`src/rtl/fifo_stream_reader.sv`:
```
// rtl/fifo_stream_reader.sv - drains a synchronous FIFO into a valid/ready stream
// through a 2-entry buffer that hides the FIFO's one-cycle read latency.
module fifo_stream_reader #(
  parameter int FIFO_WIDTH = 16,
  parameter int CNT_WIDTH  = 16
) (
  input  logic                  clk,
  input  logic                  rst_n,
  input  logic                  enable,
  input  logic                  fifo_empty,
  input  logic                  fifo_underflow,
  input  logic [FIFO_WIDTH-1:0] fifo_data_out,
  output logic                  fifo_rd_en,
  output logic                  m_valid,
  input  logic                  m_ready,
  output logic [FIFO_WIDTH-1:0] m_data,
  output logic                  busy,
  output logic [CNT_WIDTH-1:0]  xfer_count,
  output logic                  err_underflow
);

  typedef enum logic [1:0] {IDLE, RUN, STOP} state_t;

  state_t                  state;
  state_t                  state_next;
  logic [1:0]              buf_cnt;
  logic [1:0]              buf_after_pop;
  logic [1:0]              buf_cnt_next;
  logic                    inflight;
  logic                    pop;
  logic [FIFO_WIDTH-1:0]   head;
  logic [FIFO_WIDTH-1:0]   tail;

  assign m_valid       = rst_n && (buf_cnt != 2'd0);
  assign pop           = m_valid && m_ready;
  assign m_data        = head;
  assign busy          = (state != IDLE);
  assign buf_after_pop = buf_cnt - {1'b0, pop};
  assign buf_cnt_next  = buf_after_pop + {1'b0, inflight};

  // Only read when the word returning next cycle is guaranteed a free slot.
  assign fifo_rd_en = rst_n && (state == RUN) && enable && !fifo_empty &&
                      (buf_cnt_next <= 2'd1);

  always_comb begin
    state_next = state;
    case (state)
      IDLE:    if (enable) state_next = RUN;
      RUN:     if (!enable) state_next = STOP;
      STOP:    if (buf_cnt == 2'd0 && !inflight) state_next = IDLE;
      default: state_next = IDLE;
    endcase
  end

  always_ff @(posedge clk) begin
    if (!rst_n) begin
      state         <= IDLE;
      buf_cnt       <= 2'd0;
      inflight      <= 1'b0;
      head          <= '0;
      tail          <= '0;
      xfer_count    <= '0;
      err_underflow <= 1'b0;
    end else begin
      state    <= state_next;
      inflight <= fifo_rd_en;
      buf_cnt  <= buf_cnt_next;
      if (pop && buf_cnt == 2'd2)
        head <= tail;
      // Returning word lands in the first slot still free after this cycle's pop.
      if (inflight) begin
        if (buf_after_pop == 2'd0)
          head <= fifo_data_out;
        else
          tail <= fifo_data_out;
      end
      if (pop)
        xfer_count <= xfer_count + 1'b1;
      if (fifo_underflow)
        err_underflow <= 1'b1;
    end
  end

endmodule

```
`config.mk`:
```
export PLATFORM = sky130hd
export DESIGN_NAME = fifo_stream_reader
export DESIGN_NICKNAME = d
export VERILOG_FILES = /design/src/rtl/fifo_stream_reader.sv
export SDC_FILE = /design/constraint.sdc
export NUM_CORES = 1
export LEC_CHECK = 0
export BUFFER_PORTS_ARGS = -buffer_cell sky130_fd_sc_hd__buf_2
export CORE_MARGIN = 1.5
export CORE_UTILIZATION = 35
export CTS_CLUSTER_SIZE = 12
export DETAILED_ROUTE_END_ITERATION = 16
export HOLD_SLACK_MARGIN = 0.05
export PLACE_DENSITY = 0.57
export SLEW_MARGIN = 10
export SYNTH_ARGS = -nofsm -noshare
export SYNTH_HDL_FRONTEND = slang
export SYNTH_SLANG_ARGS = --single-unit
```
`constraint.sdc`:
```
create_clock -name clk -period 4.6 [get_ports clk]
set_clock_uncertainty 0.1 [all_clocks]
set_input_delay 0.92 -clock clk [delete_from_list [all_inputs] [get_ports clk]]
set_output_delay 0.92 -clock clk [all_outputs]
set_load 0.05 [all_outputs]
```
### Yosys cells after proc, flatten, opt, wreduce, memory -nomap -nowiden

Index checks and enable logic that the tools add are counted.

| cells by class | value |
|---|---|
| add/sub/neg operators | 3 |
| magnitude comparators | 1 |
| equality and inequality tests | 6 |
| multiplexer cells | 7 |
| bitwise gates (word level) | 1 |
| reduce and logical (&&, ||, !) cells | 17 |

Operators by type and width:

| kind | number |
|---|---|
| $mux 16 | 3 |
| $add 16x1->16 const B | 1 |
| $logic_and 1x1->1 | 8 |
| $logic_not 2->1 | 3 |
| $mux 2 | 3 |
| $ne 2x2->1 const B | 3 |
| $pmux 2 s3 | 1 |
| $eq 2x2->1 const B | 2 |
| $reduce_bool 2->1 | 2 |
| $reduce_and 3->1 | 1 |
| $add 2x1->2 | 1 |
| $eq 2x1->1 const B | 1 |
| $le 2x1->1 const B | 1 |
| $logic_not 1->1 | 2 |
| $reduce_and 2->1 | 1 |
| $sub 2x1->2 | 1 |
| $not 1->1 | 1 |

| storage, ports and cells | value |
|---|---|
| register bits after elaboration | 54 |
| input bits | 22 |
| output and inout bits | 36 |

### Depth between registers and ports, before layout

Gate-level depths: netlist (run 1).

| logic depth | value |
|---|---|
| depth in word-level cells | 7 |
| depth in mapped cells | 9 |
| mapped depth without buffers | 7 |

### Least setup slack after synthesis (run 1)

OpenSTA, ideal clock, no wires.

| path | value |
|---|---|
| kind | input to output |
| from | in m_ready |
| to | out fifo_rd_en |
| data arrival time | 3.369 ns |
| slack | 0.211 ns |
| cell stages on the path | 7 |
| buffers on the path | 0 |
| cell sequence | o211ai_2 > inv_2 > ha_1 > inv_1 > ha_1 > xnor2_1 > nor4bb_1 |

| on the way | value |
|---|---|
| longest elaborated chain between the ends | 5 |

RTL lines:

| element | RTL line | text |
|---|---|---|
| start: declaration | 15 | `input logic m_ready,` |
| $logic_and 1x1->1 | 35 | `assign pop = m_valid && m_ready;` |
| net pop | 30 | `logic pop;` |
| $sub 2x1->2 | 38 | `assign buf_after_pop = buf_cnt - {1'b0, pop};` |
| $add 2x1->2 | 39 | `assign buf_cnt_next = buf_after_pop + {1'b0, inflight};` |
| $le 2x1->1 | 43 | `(buf_cnt_next <= 2'd1);` |
| $logic_and 1x1->1 | 42 | `assign fifo_rd_en = rst_n && (state == RUN) && enable && !fifo_empty &&` |
| end: declaration | 13 | `output logic fifo_rd_en,` |

The timed path passes the listed nets, and every way through them passes these cells.

### Final worst setup path (run 1)

| path | value |
|---|---|
| from | in rst_n |
| to | out fifo_rd_en |

| on the way | value |
|---|---|
| longest elaborated chain between the ends | 6 |
| elaborated cells on any way between the ends | 9 |
| classes of those cells | add/sub (2); order compare (1); reduce/logical (6) |

RTL lines:

| element | RTL line | text |
|---|---|---|
| start: declaration | 8 | `input logic rst_n,` |
| $logic_and 1x1->1 | 34 | `assign m_valid = rst_n && (buf_cnt != 2'd0);` |
| $logic_and 1x1->1 | 35 |  |
| net pop | 30 |  |
| $sub 2x1->2 | 38 |  |
| $add 2x1->2 | 39 |  |
| $le 2x1->1 | 43 |  |
| $logic_and 1x1->1 | 42 |  |

The timed path passes the listed nets, and every way through them passes these cells.

==> metrics.yaml, run 1 <==
crit_chain: "buf_2 > o211ai_2 > inv_2 > ha_1 > inv_1 > ha_1 > xnor2_1 > nor4bb_1 > buf_2"
tightest_slew_ns: 0.772
antenna_found_initial: 0
seq_area_frac_synth_pct: 47.8
start_kind: "input port"
cts_tree: "built"
place_area_um2: 2610
clk_pin_slew_worst_paths_ns: 0.09
ys_warn_count: 0
synth_edf_count: 0
place_congestion: 0.826
crit_fanout: 14
finalInstanceArea_um2: 2720
nNetsFinal: 317
synth_flop_cell: "dfxtp_1"
critPathSlowestCell: "buf_2"
syn-instance-count: 236
hold_depth: 1
post_cts_buffers: 0
endpoint_kind: "primary output"
outcome: "complete, no violations"
synth_nets: 261
slowest_delay_ns: 0.30
ctsLongestPathBuffers: 2
max_freq_mhz: 266
num_io_pins: 58
route.detailed.drc: 0
pwr_density_cell_nw_per_um2: 312
grt_max_degree: 46
synth-async-reset-ratio_pct: 0
setup_tns_ns: 0
drt-total-wl_mm: 4.72
grt_pass1_vias: 1738
rr_worst_depth: 8
wire_per_inst_um: 12.7
grt-ovfl-total: 0
synth_top_area_share_pct: 47.8
core.rowCount: 29
synth_area_um2: 2260
coreArea_um2: 6310
hold_class: "flop to flop"
yosys-top-cells-count: "dfxtp_1 (54), nor2_1 (49), mux2i_1 (37)"
diodes: 0
p_leak_nw: 1.26
path_delay_family: "buffers and inverters"
dr.first_iter.drc_count: 49
post_drt_via_cell_ratio: 4.90
drv_cap: 0
setup_viol: 0
cts-htree-levels: 2
clk_latency_ns: 0.29
hpwl_mm: 3.19
cp.arrival_ns: 2.74
vias: 1812
fin_crit_sh_pct: 81.8
dr.pass1.iters: 4
grt_setup_unrepaired: "false"
drv_slew: 0
start_util_pct: 35.8
syn_area_per_cell_um2: 9.59
period_needed_ns: 3.76
synth_top_area_cell: "dfxtp_1"
area_growth_pct: 20.3
worst-setup-path-type: "input port to primary output"
clock-root-buffer: "clkbuf_8"
cts_resized: 0
peakVddDrop_uv: 175
holdBufCountCts: 0
fp.dieW_um: 83.4
clock_sinks: 54
synth-seq-cells: 54
yosys-top-cells-area: "dfxtp_1 (48%), mux2i_1 (16%), nor2_1 (8.1%), a211oi_1 (5.3%), nand4_1 (2.5%)"
finalHoldViolCount: 0
grt_pass1_wl_mm: 8.02
synth.most_common_cell: "dfxtp_1"
max_slew_margin_pct: 48.4
dieArea_um2: 6950
crit_required_ns: 3.58
synth.distinct_cells: 32
die_h_um: 83.4
drive_gt1_share_pct: 25.6
cp_num_buf_inv: 4
antenna_left: 0
grtUsageTotal_pct: 13.9
numCtsBuffers: 5
portBuffers: 57
cp_num_cells: 9
==> worst register-to-register path, cell delays in order (launching register included) <==
cell	delay (ns)
dfxtp_1	0.38
o211ai_2	0.31
inv_2	0.16
ha_1	0.23
xnor2_1	0.34
nand3_1	0.13
buf_4	0.25
nor2_1	0.16
a211oi_1	0.07
==> state kept, by name (all words and copies together) (netlist names) <==
register	count
m_data	16
buf_cnt	2
tail	16
inflight	1
state	2
err_underflow	1
xfer_count	16
==> cells in the final DEF, fill, tap and decap left out, drive strengths merged <==
master    Yosys  layout
a21oi         3       3
inv           6       6
dfxtp        54      54
clkbuf        6       6
or2           1       1
nor2         49      49
nand2        13      13
nand4        10      10
a211oi       16      16
xnor2         5       5
ha            3       3
buf           5      60
nand2b        2       2
and3          1       1
nand3         5       5
xor2          5       5
nor3          3       3
mux2i        37      37
clkinvlp      0       1
nor4bb        2       2
and4          2       2
a21boi        1       1
bufinv        0       1
and2          2       2
or3           1       1
o211ai        1       1
o31ai         1       1
o21ai         1       1
a31o          1       1
==> metrics by stage <==
step | cells | util, % | hold WS [ns] | worst slack, ns | total power, mW
after floorplan | 236 | - | 0.342 | 0.211 | 0.528
after global placement | 362 | 41.4 | 0.341 | 0.874 | 0.550
after detailed placement | 362 | 41.4 | 0.346 | 0.820 | 0.551
after CTS | 370 | 43.1 | 0.361 | 0.811 | 0.865
after global routing | 370 | 43.1 | 0.404 | 0.633 | 0.891
final | 370 | 43.1 | 0.354 | 0.836 | 0.849
==> per-layer routing <==
| metal | vias up | GRT usage, % | wire (um) |
|---|---|---|---|
| li1 | 933 | - | - |
| met1 | 826 | 19.2 | 2330 |
| met2 | 47 | 21.7 | 2060 |
| met3 | 6 | 3.48 | 254 |
| met4 | 0 | 3.94 | 70 |
| met5 | - | 0 | 0 |
==> power breakdown <==
group	switching [mW]	total, mW	internal, mW
Sequential	0.00408	0.477	0.473
Clock	0.147	0.310	0.163
Combinational	0.0430	0.0623	0.0193
==> cell type report <==
cell class / instances / area, um^2
Timing Repair Buffer: 60 / 308
Tap cell: 77 / 96.3
Clock inverter: 2 / 37.5
Clock buffer: 6 / 72.6
Multi-Input combinational cell: 165 / 1100
Sequential cell: 54 / 1080
Inverter: 6 / 22.5
Fill cell: 642 / 3590
==> cell families after synthesis <==
group           Yosys count  synth area share [%]
xor+xnor                 10                  3.87
mux                      37                  16.4
compound gates           24                  7.80
buf+inv                  17                  3.59
simple gates             91                  18.9
flops                    54                  47.8
fa+ha+maj                 3                  1.66
==> final timing paths <==
kind             startpoint             end  slack (ns)
max                   rst_n      fifo_rd_en        0.84
min          xfer_count[15]  xfer_count[15]        0.35
max reg2reg      buf_cnt[1]       m_data[4]        2.36
min reg2reg  xfer_count[15]  xfer_count[15]        0.35
(Power assumes the default switching activity.)
==> run 2, diff against run 1 <==
==> constraint.sdc (replaced) <==
create_clock -name clk -period 3.9 [get_ports clk]
set_clock_uncertainty 0.1 [all_clocks]
set_input_delay 0.78 -clock clk [delete_from_list [all_inputs] [get_ports clk]]
set_output_delay 0.78 -clock clk [all_outputs]
set_load 0.05 [all_outputs]
==> metrics.yaml, run 2 (synthesis gave the netlist of run 1 again) <==
hold_class: "flop to flop"
route.detailed.drc: 0  # unchanged
final_cell_mix: "buf_2 (57), dfxtp_1 (54), nor2_1 (49)"
dieArea_um2: 6950  # unchanged
clkPwrFrac_pct: 32.1  # -4.4 points
dr.pass1.iters: 4  # unchanged
max_slew_margin_pct: 47.8  # -0.58 points
finalHoldViolCount: 0  # unchanged
ctsLongestPathBuffers: 2  # unchanged
p_int_mw: 0.705  # +7.7%
grt_pass1_vias: 1640  # -5.6%
drv_slew: 0  # unchanged
power_frac_seq_pct: 60.0  # +3.8 points
drt-total-wl_mm: 4.76  # +1.0%
start_util_pct: 35.8  # unchanged
core.rowCount: 29  # unchanged
swShare_pct: 24.8  # +2.0 points
cts_resized: 0  # unchanged
grt-ovfl-total: 0  # unchanged
diodes: 0  # unchanged
worst-setup-path-type: "input port to primary output"
drv_cap: 0  # unchanged
grt_pass1_wl_mm: 7.77  # -3.2%
crit_path_start: "m_ready"
grtUsageTotal_pct: 13.7  # -0.19 points
crit_chain: "buf_2 > o211ai_2 > inv_2 > ha_1 > inv_1 > ha_1 > xnor2_1 > nor4bb_2 > buf_2"
post_cts_buffers: 0  # unchanged
outcome: "complete, no violations"
rr_startpoint: "buf_cnt[1]"
dp.cells: 363  # +0.28%
clock_sinks: 54  # unchanged
drive_gt1_share_pct: 25.9  # +0.34 points
cts_tree: "built"
numCtsBuffers: 5  # unchanged
antenna_left: 0  # unchanged
start_kind: "input port"
stdcell_count: 370  # unchanged
cp.arrival_ns: 2.50  # -0.24 ns
nNetsFinal: 318  # +0.32%
clk_latency_ns: 0.30  # about the same
wire_per_inst_um: 12.9  # +1.0%
met3_length_um: 276  # +8.7%
min_from: "xfer_count[15]"
wl_met2_mm: 2.07  # about the same
rr_worst_depth: 8  # unchanged
grt_max_degree: 45  # -2.2%
num_io_pins: 58  # unchanged
max_freq_mhz: 296
final_common_cell: "buf_2"
die_h_um: 83.4  # unchanged
p_leak_nw: 1.25  # -0.71%
tightest_slew_ns: 0.781  # +0.00864 ns
slowest_delay_ns: 0.37  # +0.07 ns
grt_setup_unrepaired: "false"
wl_met1_mm: 2.39  # +2.6%
pwr_density_cell_nw_per_um2: 347  # +11%
setup_tns_ns: 0  # unchanged
rr_endpoint: "tail[4]"
cp_num_buf_inv: 4  # unchanged
nFillCells: 646  # +0.62%
antenna_found_initial: 0  # unchanged
path_delay_family: "buffers and inverters"
peakVddDrop_uv: 160  # -8.7%
fp.dieW_um: 83.4  # unchanged
hpwl_mm: 3.18  # -0.23%
p_comb_share_pct: 8.0  # +0.7 points
coreArea_um2: 6310  # unchanged
cts-htree-levels: 2  # unchanged
vias: 1819  # +0.39%
period_needed_ns: 3.38
area_growth_pct: 19.6
post_drt_via_cell_ratio: 4.92  # +0.39%
crit_end: "fifo_rd_en"
setup_viol: 0  # unchanged
dr.first_iter.drc_count: 74  # +51%
clk_pin_slew_worst_paths_ns: 0.09  # about the same
worst-r2r-setup-slack_ns: 1.70  # -0.66 ns
clock-root-buffer: "clkbuf_8"
critPathSlowestCell: "ha_1"
endpoint_kind: "primary output"
fin_crit_sh_pct: 86.6
crit_fanout: 9  # -5
place_congestion: 0.870  # +5.3%
holdBufCountCts: 0  # unchanged
portBuffers: 57  # unchanged
crit_required_ns: 3.02  # -0.56 ns
netSwitchingPower_mw: 0.233  # +20%
cp_num_cells: 9  # unchanged
dr.max_layer_used: "met4"
run 2: changes by cell type in the layout (fill, tap and decap cells not counted), sizes merged:
cell,delta
buf,+1
bufinv,-1
run 2: routing by layer:
| layer | vias to the layer above | global-route usage [%] |
|---|---|---|
| li1 | 938 | - |
| met1 | 830 | 18.0 |
| met2 | 47 | 22.2 |
| met3 | 4 | 3.98 |
| met4 | 0 | 3.64 |
| met5 | - | 0 |
run 2: final cells by class:
class	instances	area [um^2]	area share (%)
Sequential cell	54	1080	40.0
Clock inverter	1	7.51	0.278
Clock buffer	6	72.6	2.68
Timing Repair Buffer	61	315	11.7
Multi-Input combinational cell	165	1110	41.0
Tap cell	77	96.3	3.56
Inverter	6	22.5	0.833
run 2: worst min path at each step:
stage	endpoint	slack (ns)	cells after the start
after floorplan	state[0]	0.34	1
after global placement	err_underflow	0.34	2
after detailed placement	xfer_count[15]	0.35	1
after CTS	xfer_count[15]	0.37	1
after global routing	xfer_count[15]	0.41	1
final	xfer_count[15]	0.37	1
run 2: per-stage QoR:
stage                     hold slack [ns]  power (mW)  utilization (%)  area [um^2]  worst slack, ns
after floorplan                     0.341       0.623                -         2270            0.310
after global placement              0.343       0.650             41.6         2630            0.562
after detailed placement            0.355       0.651             41.6         2630            0.516
after CTS                           0.372       0.952             42.8         2710            0.507
after global routing                0.411       0.979             42.8         2710            0.381
final                               0.366       0.938             42.8         2710            0.521
run 2: worst register-to-register path: cells and delay by family, from the launching register on:
kind / cells / cell delay, ns
buffers and inverters: 2 / 0.44
XOR/XNOR: 1 / 0.19
adder cells (fa/ha/maj): 1 / 0.22
AND/OR/NAND/NOR: 1 / 0.05
multiplexers: 1 / 0.24
AO/OA/AOI/OAI: 2 / 0.46
flip-flops: 1 / 0.38
run 2: power by group through the flow:
stage / logic, mW / registers [mW] / clock network [mW]
floorplan: 0.0307 / 0.592 / 0
CTS: 0.0754 / 0.563 / 0.314
finish: 0.0746 / 0.563 / 0.301
global placement: 0.0748 / 0.576 / 0
detailed placement: 0.0751 / 0.576 / 0
global route: 0.0804 / 0.564 / 0.334
